`src/rtl/string_edit_ctrl.sv`:
```
// Line-edit controller: keeps a DEPTH-char string with a cursor, applies key events,
// shifts the buffer one entry per cycle on mid-string edits and streams the line out on DOWN.
module string_edit_ctrl #(
    parameter int DEPTH = 16,
    parameter int AW    = 4
) (
    input  logic          clk,
    input  logic          i_arst_n,
    input  logic          i_en,
    input  logic          i_type,
    input  logic [7:0]    i_asciiex,
    output logic          o_ready,
    output logic          o_drop,
    output logic [7:0]    o_cur_char,
    output logic [AW:0]   o_len,
    output logic [AW:0]   o_cursor,
    output logic          o_full,
    output logic          o_empty,
    output logic [7:0]    o_out_data,
    output logic          o_out_valid,
    output logic          o_out_last,
    input  logic          i_out_ready
);

    // Output stream: o_out_data/o_out_last are held while o_out_valid && !i_out_ready;
    // a beat transfers on any rising edge with o_out_valid && i_out_ready.
    typedef enum logic [1:0] {IDLE, SHIFT_R, SHIFT_L, FLUSH} state_t;

    localparam logic [7:0]  C_RIGHT = 8'h01;
    localparam logic [7:0]  C_DOWN  = 8'h02;
    localparam logic [7:0]  C_LEFT  = 8'h03;
    localparam logic [7:0]  C_BKSP  = 8'h08;
    localparam logic [AW:0] MAX_LEN = (AW+1)'(DEPTH);
    localparam logic [AW:0] ONE     = (AW+1)'(1);

    state_t      state;
    logic [AW:0] idx;
    logic [7:0]  pend_ch;
    logic [7:0]  mem [DEPTH];

    logic        accept, ev_char, ev_ctrl;
    logic [AW:0] cur_p1, cur_m1, len_p1, len_m1, idx_p1, idx_m1;

    assign accept  = i_en & o_ready;
    assign ev_char = accept & ~i_type;
    assign ev_ctrl = accept & i_type;
    assign cur_p1  = o_cursor + ONE;
    assign cur_m1  = o_cursor - ONE;
    assign len_p1  = o_len + ONE;
    assign len_m1  = o_len - ONE;
    assign idx_p1  = idx + ONE;
    assign idx_m1  = idx - ONE;

    // Buffer storage has no reset; o_len masks stale contents.
    always_ff @(posedge clk) begin
        case (state)
            IDLE: begin
                if (ev_char && o_len != MAX_LEN && o_cursor == o_len)
                    mem[o_cursor[AW-1:0]] <= i_asciiex;
            end
            SHIFT_R: begin
                if (idx == o_cursor) mem[o_cursor[AW-1:0]] <= pend_ch;
                else                 mem[idx[AW-1:0]]      <= mem[idx_m1[AW-1:0]];
            end
            SHIFT_L: begin
                if (idx_p1 < o_len) mem[idx[AW-1:0]] <= mem[idx_p1[AW-1:0]];
            end
            default: ;
        endcase
    end

    always_ff @(posedge clk or negedge i_arst_n) begin
        if (!i_arst_n) begin
            state       <= IDLE;
            idx         <= '0;
            pend_ch     <= '0;
            o_ready     <= 1'b1;
            o_drop      <= 1'b0;
            o_cur_char  <= '0;
            o_len       <= '0;
            o_cursor    <= '0;
            o_full      <= 1'b0;
            o_empty     <= 1'b1;
            o_out_data  <= '0;
            o_out_valid <= 1'b0;
            o_out_last  <= 1'b0;
        end else begin
            o_drop <= i_en & ~o_ready;
            case (state)
                IDLE: begin
                    if (ev_char) begin
                        if (o_len == MAX_LEN) begin
                            o_drop <= 1'b1;
                        end else if (o_cursor == o_len) begin
                            o_len      <= len_p1;
                            o_cursor   <= cur_p1;
                            o_cur_char <= '0;
                            o_empty    <= 1'b0;
                            o_full     <= (len_p1 == MAX_LEN);
                        end else begin
                            pend_ch <= i_asciiex;
                            idx     <= o_len;
                            state   <= SHIFT_R;
                            o_ready <= 1'b0;
                        end
                    end else if (ev_ctrl) begin
                        case (i_asciiex)
                            C_RIGHT: begin
                                if (o_cursor < o_len) begin
                                    o_cursor   <= cur_p1;
                                    o_cur_char <= (cur_p1 < o_len) ? mem[cur_p1[AW-1:0]] : 8'h00;
                                end
                            end
                            C_LEFT: begin
                                if (o_cursor != '0) begin
                                    o_cursor   <= cur_m1;
                                    o_cur_char <= mem[cur_m1[AW-1:0]];
                                end
                            end
                            C_BKSP: begin
                                if (o_cursor != '0) begin
                                    if (o_cursor == o_len) begin
                                        o_len      <= len_m1;
                                        o_cursor   <= cur_m1;
                                        o_cur_char <= '0;
                                        o_full     <= 1'b0;
                                        o_empty    <= (len_m1 == '0);
                                    end else begin
                                        idx     <= cur_m1;
                                        state   <= SHIFT_L;
                                        o_ready <= 1'b0;
                                    end
                                end
                            end
                            C_DOWN: begin
                                if (o_len != '0) begin
                                    idx         <= '0;
                                    state       <= FLUSH;
                                    o_ready     <= 1'b0;
                                    o_out_valid <= 1'b1;
                                    o_out_data  <= mem[0];
                                    o_out_last  <= (o_len == ONE);
                                end
                            end
                            default: ;
                        endcase
                    end
                end
                SHIFT_R: begin
                    // The slot after the cursor already holds the old cursor char here.
                    if (idx == o_cursor) begin
                        o_len      <= len_p1;
                        o_cursor   <= cur_p1;
                        o_cur_char <= mem[cur_p1[AW-1:0]];
                        o_empty    <= 1'b0;
                        o_full     <= (len_p1 == MAX_LEN);
                        state      <= IDLE;
                        o_ready    <= 1'b1;
                    end else begin
                        idx <= idx_m1;
                    end
                end
                SHIFT_L: begin
                    if (idx_p1 >= o_len) begin
                        o_len      <= len_m1;
                        o_cursor   <= cur_m1;
                        o_cur_char <= mem[cur_m1[AW-1:0]];
                        o_full     <= 1'b0;
                        o_empty    <= 1'b0;
                        state      <= IDLE;
                        o_ready    <= 1'b1;
                    end else begin
                        idx <= idx_p1;
                    end
                end
                FLUSH: begin
                    if (i_out_ready) begin
                        if (o_out_last) begin
                            o_out_valid <= 1'b0;
                            o_out_last  <= 1'b0;
                            o_len       <= '0;
                            o_cursor    <= '0;
                            o_cur_char  <= '0;
                            o_full      <= 1'b0;
                            o_empty     <= 1'b1;
                            state       <= IDLE;
                            o_ready     <= 1'b1;
                        end else begin
                            idx        <= idx_p1;
                            o_out_data <= mem[idx_p1[AW-1:0]];
                            o_out_last <= (idx_p1 == len_m1);
                        end
                    end
                end
                default: state <= IDLE;
            endcase
        end
    end

endmodule

```
`config.mk`:
```
export PLATFORM = sky130hd
export DESIGN_NAME = string_edit_ctrl
export DESIGN_NICKNAME = d
export VERILOG_FILES = /design/src/rtl/string_edit_ctrl.sv
export SDC_FILE = /design/constraint.sdc
export NUM_CORES = 1
export LEC_CHECK = 0
export ABC_AREA = 1
export CORE_MARGIN = 2
export CORE_UTILIZATION = 56
export CTS_CLUSTER_SIZE = 25
export DETAILED_ROUTE_END_ITERATION = 10
export MAX_ROUTING_LAYER = met4
export PLACE_DENSITY = 0.75
export SLEW_MARGIN = 20
export SYNTH_ARGS = -nofsm -noshare
export SYNTH_HDL_FRONTEND = slang
export SYNTH_SLANG_ARGS = --single-unit
```
`constraint.sdc`:
```
create_clock -name clk -period 3.1 [get_ports clk]
set_input_delay 0.62 -clock clk [delete_from_list [all_inputs] [get_ports clk]]
set_output_delay 0.62 -clock clk [all_outputs]
set_load 0.05 [all_outputs]
```
# == Yosys cells after proc, flatten, opt, wreduce, memory -nomap -nowiden ==
# Memories as Yosys holds them, arrays and structs flattened.
# Index checks and enable logic that the tools add are counted.
# word_totals
regBits,47
ramBits,128
inputBits,13
out_inout_bits,32
wordCells,227
memories,1
# memory_table
memory,depth,word_bits,rd,rd_ports_with_merged_regs,wr,line,text
mem,16,8,5,0,1,39,logic [7:0] mem [DEPTH];
# op_classes
n_addsub,6
n_lt_le_gt_ge,4
n_eq_ne,40
mux,135
bitwise_logic,10
n_reduce_logical,18
# ops
operator,n
2-to-1 mux 8 bit,21
2-to-1 mux 5 bit,32
one-hot mux 5 bit (4 select lines),3
2-to-1 mux 1 bit,54
one-hot mux 8 bit (4 select lines),1
one-hot mux 8 bit (3 select lines),1
2-to-1 mux 2 bit,11
inequality test 2 bit (second input constant),11
AND reduction 11 bit,2
inequality test 3 bit (second input constant),7
AND reduction 9 bit,2
== test 8 x 2 -> 1 bit (second input constant),2
inequality test 4 bit (second input constant),4
one-hot mux 8 bit (2 select lines),1
adder 5 x 1 -> 5 bit (second input constant),3
== test 5 bit,3
less-than comparator 5 bit,3
one-hot mux 5 bit (3 select lines),1
subtractor 5 x 1 -> 5 bit (second input constant),3
AND reduction 7 bit,2
one-hot mux 1 bit (4 select lines),3
AND reduction 12 bit,1
== test 5 bit (second input constant),2
one-hot mux 5 bit (2 select lines),1
27 further kinds,39

# == Longest topological paths before layout ==
# depth
word_depth,9
mapped_depth,18
depth_no_buf,16

# == Worst setup path before layout ==
# Ideal clock, no wire load.
# synth_timing
path_kind,reg2reg
from,register o_len[4]
to,memory mem[13][0] (enable)
setup_ns,0.370
t_arrival_ns,2.775
required_ns,2.730
path_slack_ns,-0.045
path_stages_with_launch,12
path_buffers,1
synth_period_minus_slack_ns,3.145
cell_sequence,dfrtp_1 -> clkinv_1 -> ha_1 -> nand2_1 -> nor2_1 -> nand2_1 -> inv_1 -> clkbuf_1 -> nand2_1 -> nand3_1 -> nand3_2 -> nor2_1
# synth_via
elab_chain_cells,8
# synth_lines
element,line,text
"start, declared",15,"output logic [AW:0] o_len,"
"start signal, assigned",95,o_len <= len_p1;
"start signal, assigned",123,o_len <= len_m1;
"start signal, assigned",152,o_len <= len_p1;
branches (longest 8 deep; another with less-than comparator 5 bit),n/a,
"end, declared",39,
# Parallel ways; which one is timed is not known.

# == Final worst setup path ==
# layout_timing
from,register idx[0]
to,memory mem[9][1] (enable)
# layout_via
elab_chain_cells,8
# layout_lines
element,line,text
"start, declared",37,logic [AW:0] idx;
"start signal, assigned",102,idx <= o_len;
"start signal, assigned",129,idx <= cur_m1;
"start signal, assigned",160,idx <= idx_m1;
adder 5 x 1 -> 5 bit,51,assign idx_p1 = idx + ONE;
less-than comparator 5 bit,66,if (idx_p1 < o_len) mem[idx[AW-1:0]] <= mem[idx_p1[AW-1:0]];
2-to-1 mux 1 bit,66,
2-to-1 mux 1 bit,56,case (state)
2-to-1 mux 1 bit (implied by the code),66,
OR 1 bit (no line),n/a,
OR reduction 8 bit (no line),n/a,
2-to-1 mux 4 bit (no line) / 2-to-1 mux 1 bit (equally long branches),n/a,
# Parallel ways exist; a longest one is shown, timed or not.

==> impl_metrics.ini <==
[hold_path]
holdCritPathClass = input pin to async pin

[critical_path]
startpoint_type = flop
path_class = flop to flop
endpoint_kind = flop
cp_max_fo = 9
cp.required_ps = 3260
crit_arrival_ps = 3190

[place]
dpl.cell_count = 1967
place_congestion = 1.08
place_hpwl_um = 30700
portBuffers = 44
pre_cts_ws_ps = 20.7
placed_cell_area_um2 = 13100

[synthesis]
synth_area_um2 = 12100
synth.avg_cell_area_um2 = 7.34
yosysUniqueCellTypes = 48
ys_top_cells_by_area = edfxtp_1, nand2_1, nand3_1
yosysWarningCount = 0
synth_edf_count = 128
synth_area_leader_cell = edfxtp_1
syn_inst = 1654
async_flop_share = 0.269
synth_flop_cell = edfxtp_1
synth-seq-area-share = 0.414
synth_seq_cells = 175
syn_nets = 1693
synthDominantCellAreaShare = 0.317

[timing]
hold_viol = 0
final.setup.tns_ps = 0
tightest_slew_ps = 715
fmax_mhz = 330
min_period_ps = 3030
drv_slew = 0
fin_crit_sh = 0.977
slew-limit-headroom = 0.523
setup_violations = 0
finClkSkew_ps = 17.9
postLayoutSetupSlackWorst_ps = 71.7

[pwr]
p_seq_frac = 0.512
p_int_w = 0.00373
p_sw_w = 0.00119
clkPwrFrac = 0.465
power_density_nw_per_um2 = 355
p_sw_frac = 0.241
p_comb_frac = 0.023
p_leak_nw = 6.18
ir_drop_mv = 0.377

[detailed_routing]
viasPerCell = 6.11
drtPass1Iterations = 6
drtAntennaViolNets = 0
routed_wl_um = 42800
drt_iter0_drc = 1797
post_drt_wl_per_cell_um = 21.4
num_vias = 12200
drc = 0

[finish]
multi_input_area_um2 = 6410
antenna_cells = 0
syn_to_final_growth_pct = 14.1
final_nets = 1754
seq_area_um2 = 5020
fillers = 1850
final_area_um2 = 13900
final_core_util = 0.655
drive_gt1_frac = 0.122
fin_cells = 2003

[die]
die_height_um = 151
core_um2 = 21200
die_x_um = 151
ioPinCount = 45
row_count = 53
die_area_um2 = 22900
start_util = 0.574

[run_status]
status = finished, final reports clean

[grt]
grt_pass1_vias = 11000
antenna_found_initial = 0
grt_overflow_total = 0
grt_max_degree = 54
grt_usage = 0.396
grt_pass1_wl_um = 64800

[clock_tree]
clockRootBuffer = clkbuf_16
cts_sinks = 175
cts_tree = done
cts_buffer_depth = 2
cts_made_buffers = 17
cts.reportedPaths.clkPinSlew_ps = 80
clkLatencyLatePin_ps = 460
holdBufCountCts = 0
htree_levels = 4

[flow_run]
maxCapViolations = 0
power groups by stage:
stage / sequential, W / clock [W] / combinational [W]
after floorplan: 0.00257 / 0 / 0.0000290
final: 0.00252 / 0.00229 / 0.000112
after global routing: 0.00251 / 0.00238 / 0.000120
after CTS: 0.00251 / 0.00229 / 0.000111
after global placement: 0.00257 / 0 / 0.000110
after detailed placement: 0.00257 / 0 / 0.000111
worst max-delay path, stage by stage (launching register included):
cell and delay [ps]:
dfrtp_2 440, ha_2 260, nand3_1 140, xnor2_2 180
ha_1 310, nand2_1 70, a21oi_1 260, nor2_4 80
nand3_4 130, nand2_8 100, nand2_1 80, o21ai_2 110
inv_2 130, nand3_1 110, nor2_2 140, buf_6 170
per-stage QoR:
step,hold slack [ps],power (W)
2_1_floorplan,324,0.00260
3_3_place_gp,453,0.00268
3_5_place_dp,469,0.00268
4_1_cts,158,0.00492
5_1_grt,178,0.00502
6_report,139,0.00491
placed cells by master, fill, tap and decap left out, drive strengths merged:
master,instances
nor3,5
nor4,1
o21ai,89
nand3,276
o2111ai,1
clkinv,6
inv,92
nor2,102
a21boi,1
edfxtp,128
xor2,16
bufinv,1
a31oi,3
nand2,663
a21o,1
a21oi,23
mux2i,17
clkbuf,18
dfrtp,45
nand4,10
o21a,3
or2,21
nand3b,4
dfstp,2
o211ai,28
xnor2,8
o221ai,2
buf,84
o22ai,7
clkinvlp,2
ha,26
clkdlybuf4s50,43
cells by family (layout without fill, tap and decap cells):
logic type | Yosys count | in the layout | share of synthesized area
buffers and inverters | 172 | 246 | 0.0641
multiplexers | 17 | 17 | 0.0140
AO/OA/AOI/OAI | 158 | 158 | 0.0755
flip-flops | 175 | 175 | 0.414
XOR/XNOR | 24 | 24 | 0.0244
adder cells (fa/ha/maj) | 26 | 26 | 0.0268
AND/OR/NAND/NOR | 1082 | 1082 | 0.381
worst paths after layout:
| check | from | to | slack (ps) | cells after the start |
|---|---|---|---|---|
| min in group clk | o_empty | o_empty | 480 | 2 |
| max | idx[0] | mem[9][1] | 70 | 15 |
| max in group asynchronous | i_arst_n | o_empty | 2160 | 2 |
| min | i_arst_n | o_cur_char[1] | 140 | 1 |
| min reg2reg | o_empty | o_empty | 480 | 2 |
| max reg2reg | idx[0] | mem[9][1] | 70 | 15 |
Yosys cell counts, types with 3 or more instances:
master,number
or2_2,21
buf_2,34
xnor2_1,4
ha_1,26
nand2_4,4
edfxtp_1,128
buf_6,5
nand3_2,6
nand3b_1,4
o21ai_1,9
nand4_1,10
o21a_1,3
dfrtp_1,45
nor2_1,93
o211ai_1,28
buf_4,12
xor2_2,6
nor2_2,7
o21ai_0,76
nor3_1,4
xor2_1,10
nand2_1,656
o21ai_2,4
clkbuf_1,27
xnor2_2,3
inv_1,67
a31oi_1,3
inv_2,16
nand3_1,270
a21oi_1,22
o22ai_1,7
mux2i_1,17
buf_1,7
metal layers:
layer / part of all wire / track usage
met1: 0.39 / 0.527
met2: 0.44 / 0.571
met3: 0.12 / 0.0925
met4: 0.056 / 0.192
met5: 0 / -
registers in the layout, indices dropped and copies added (netlist names), 2 cells and up:
register,cells
mem,128
pend_ch,8
idx,5
o_cursor,5
o_len,5
state,2
o_cur_char,8
o_out_data,8
cell type report:
class	count	area share
Clock inverter	14	0.0123
Clock buffer	18	0.0317
Tap cell	275	0.0248
Multi-Input combinational cell	1307	0.463
Inverter	87	0.0241
Sequential cell	175	0.363
Timing Repair Buffer	127	0.0818
repair_timing:
action	in CTS	in global routing
setup endpoints to repair	128	180
pin swaps	1	2
buffers inserted	1	3
gates resized for setup	4	14
No activity file was read; power rests on OpenSTA's default activity.
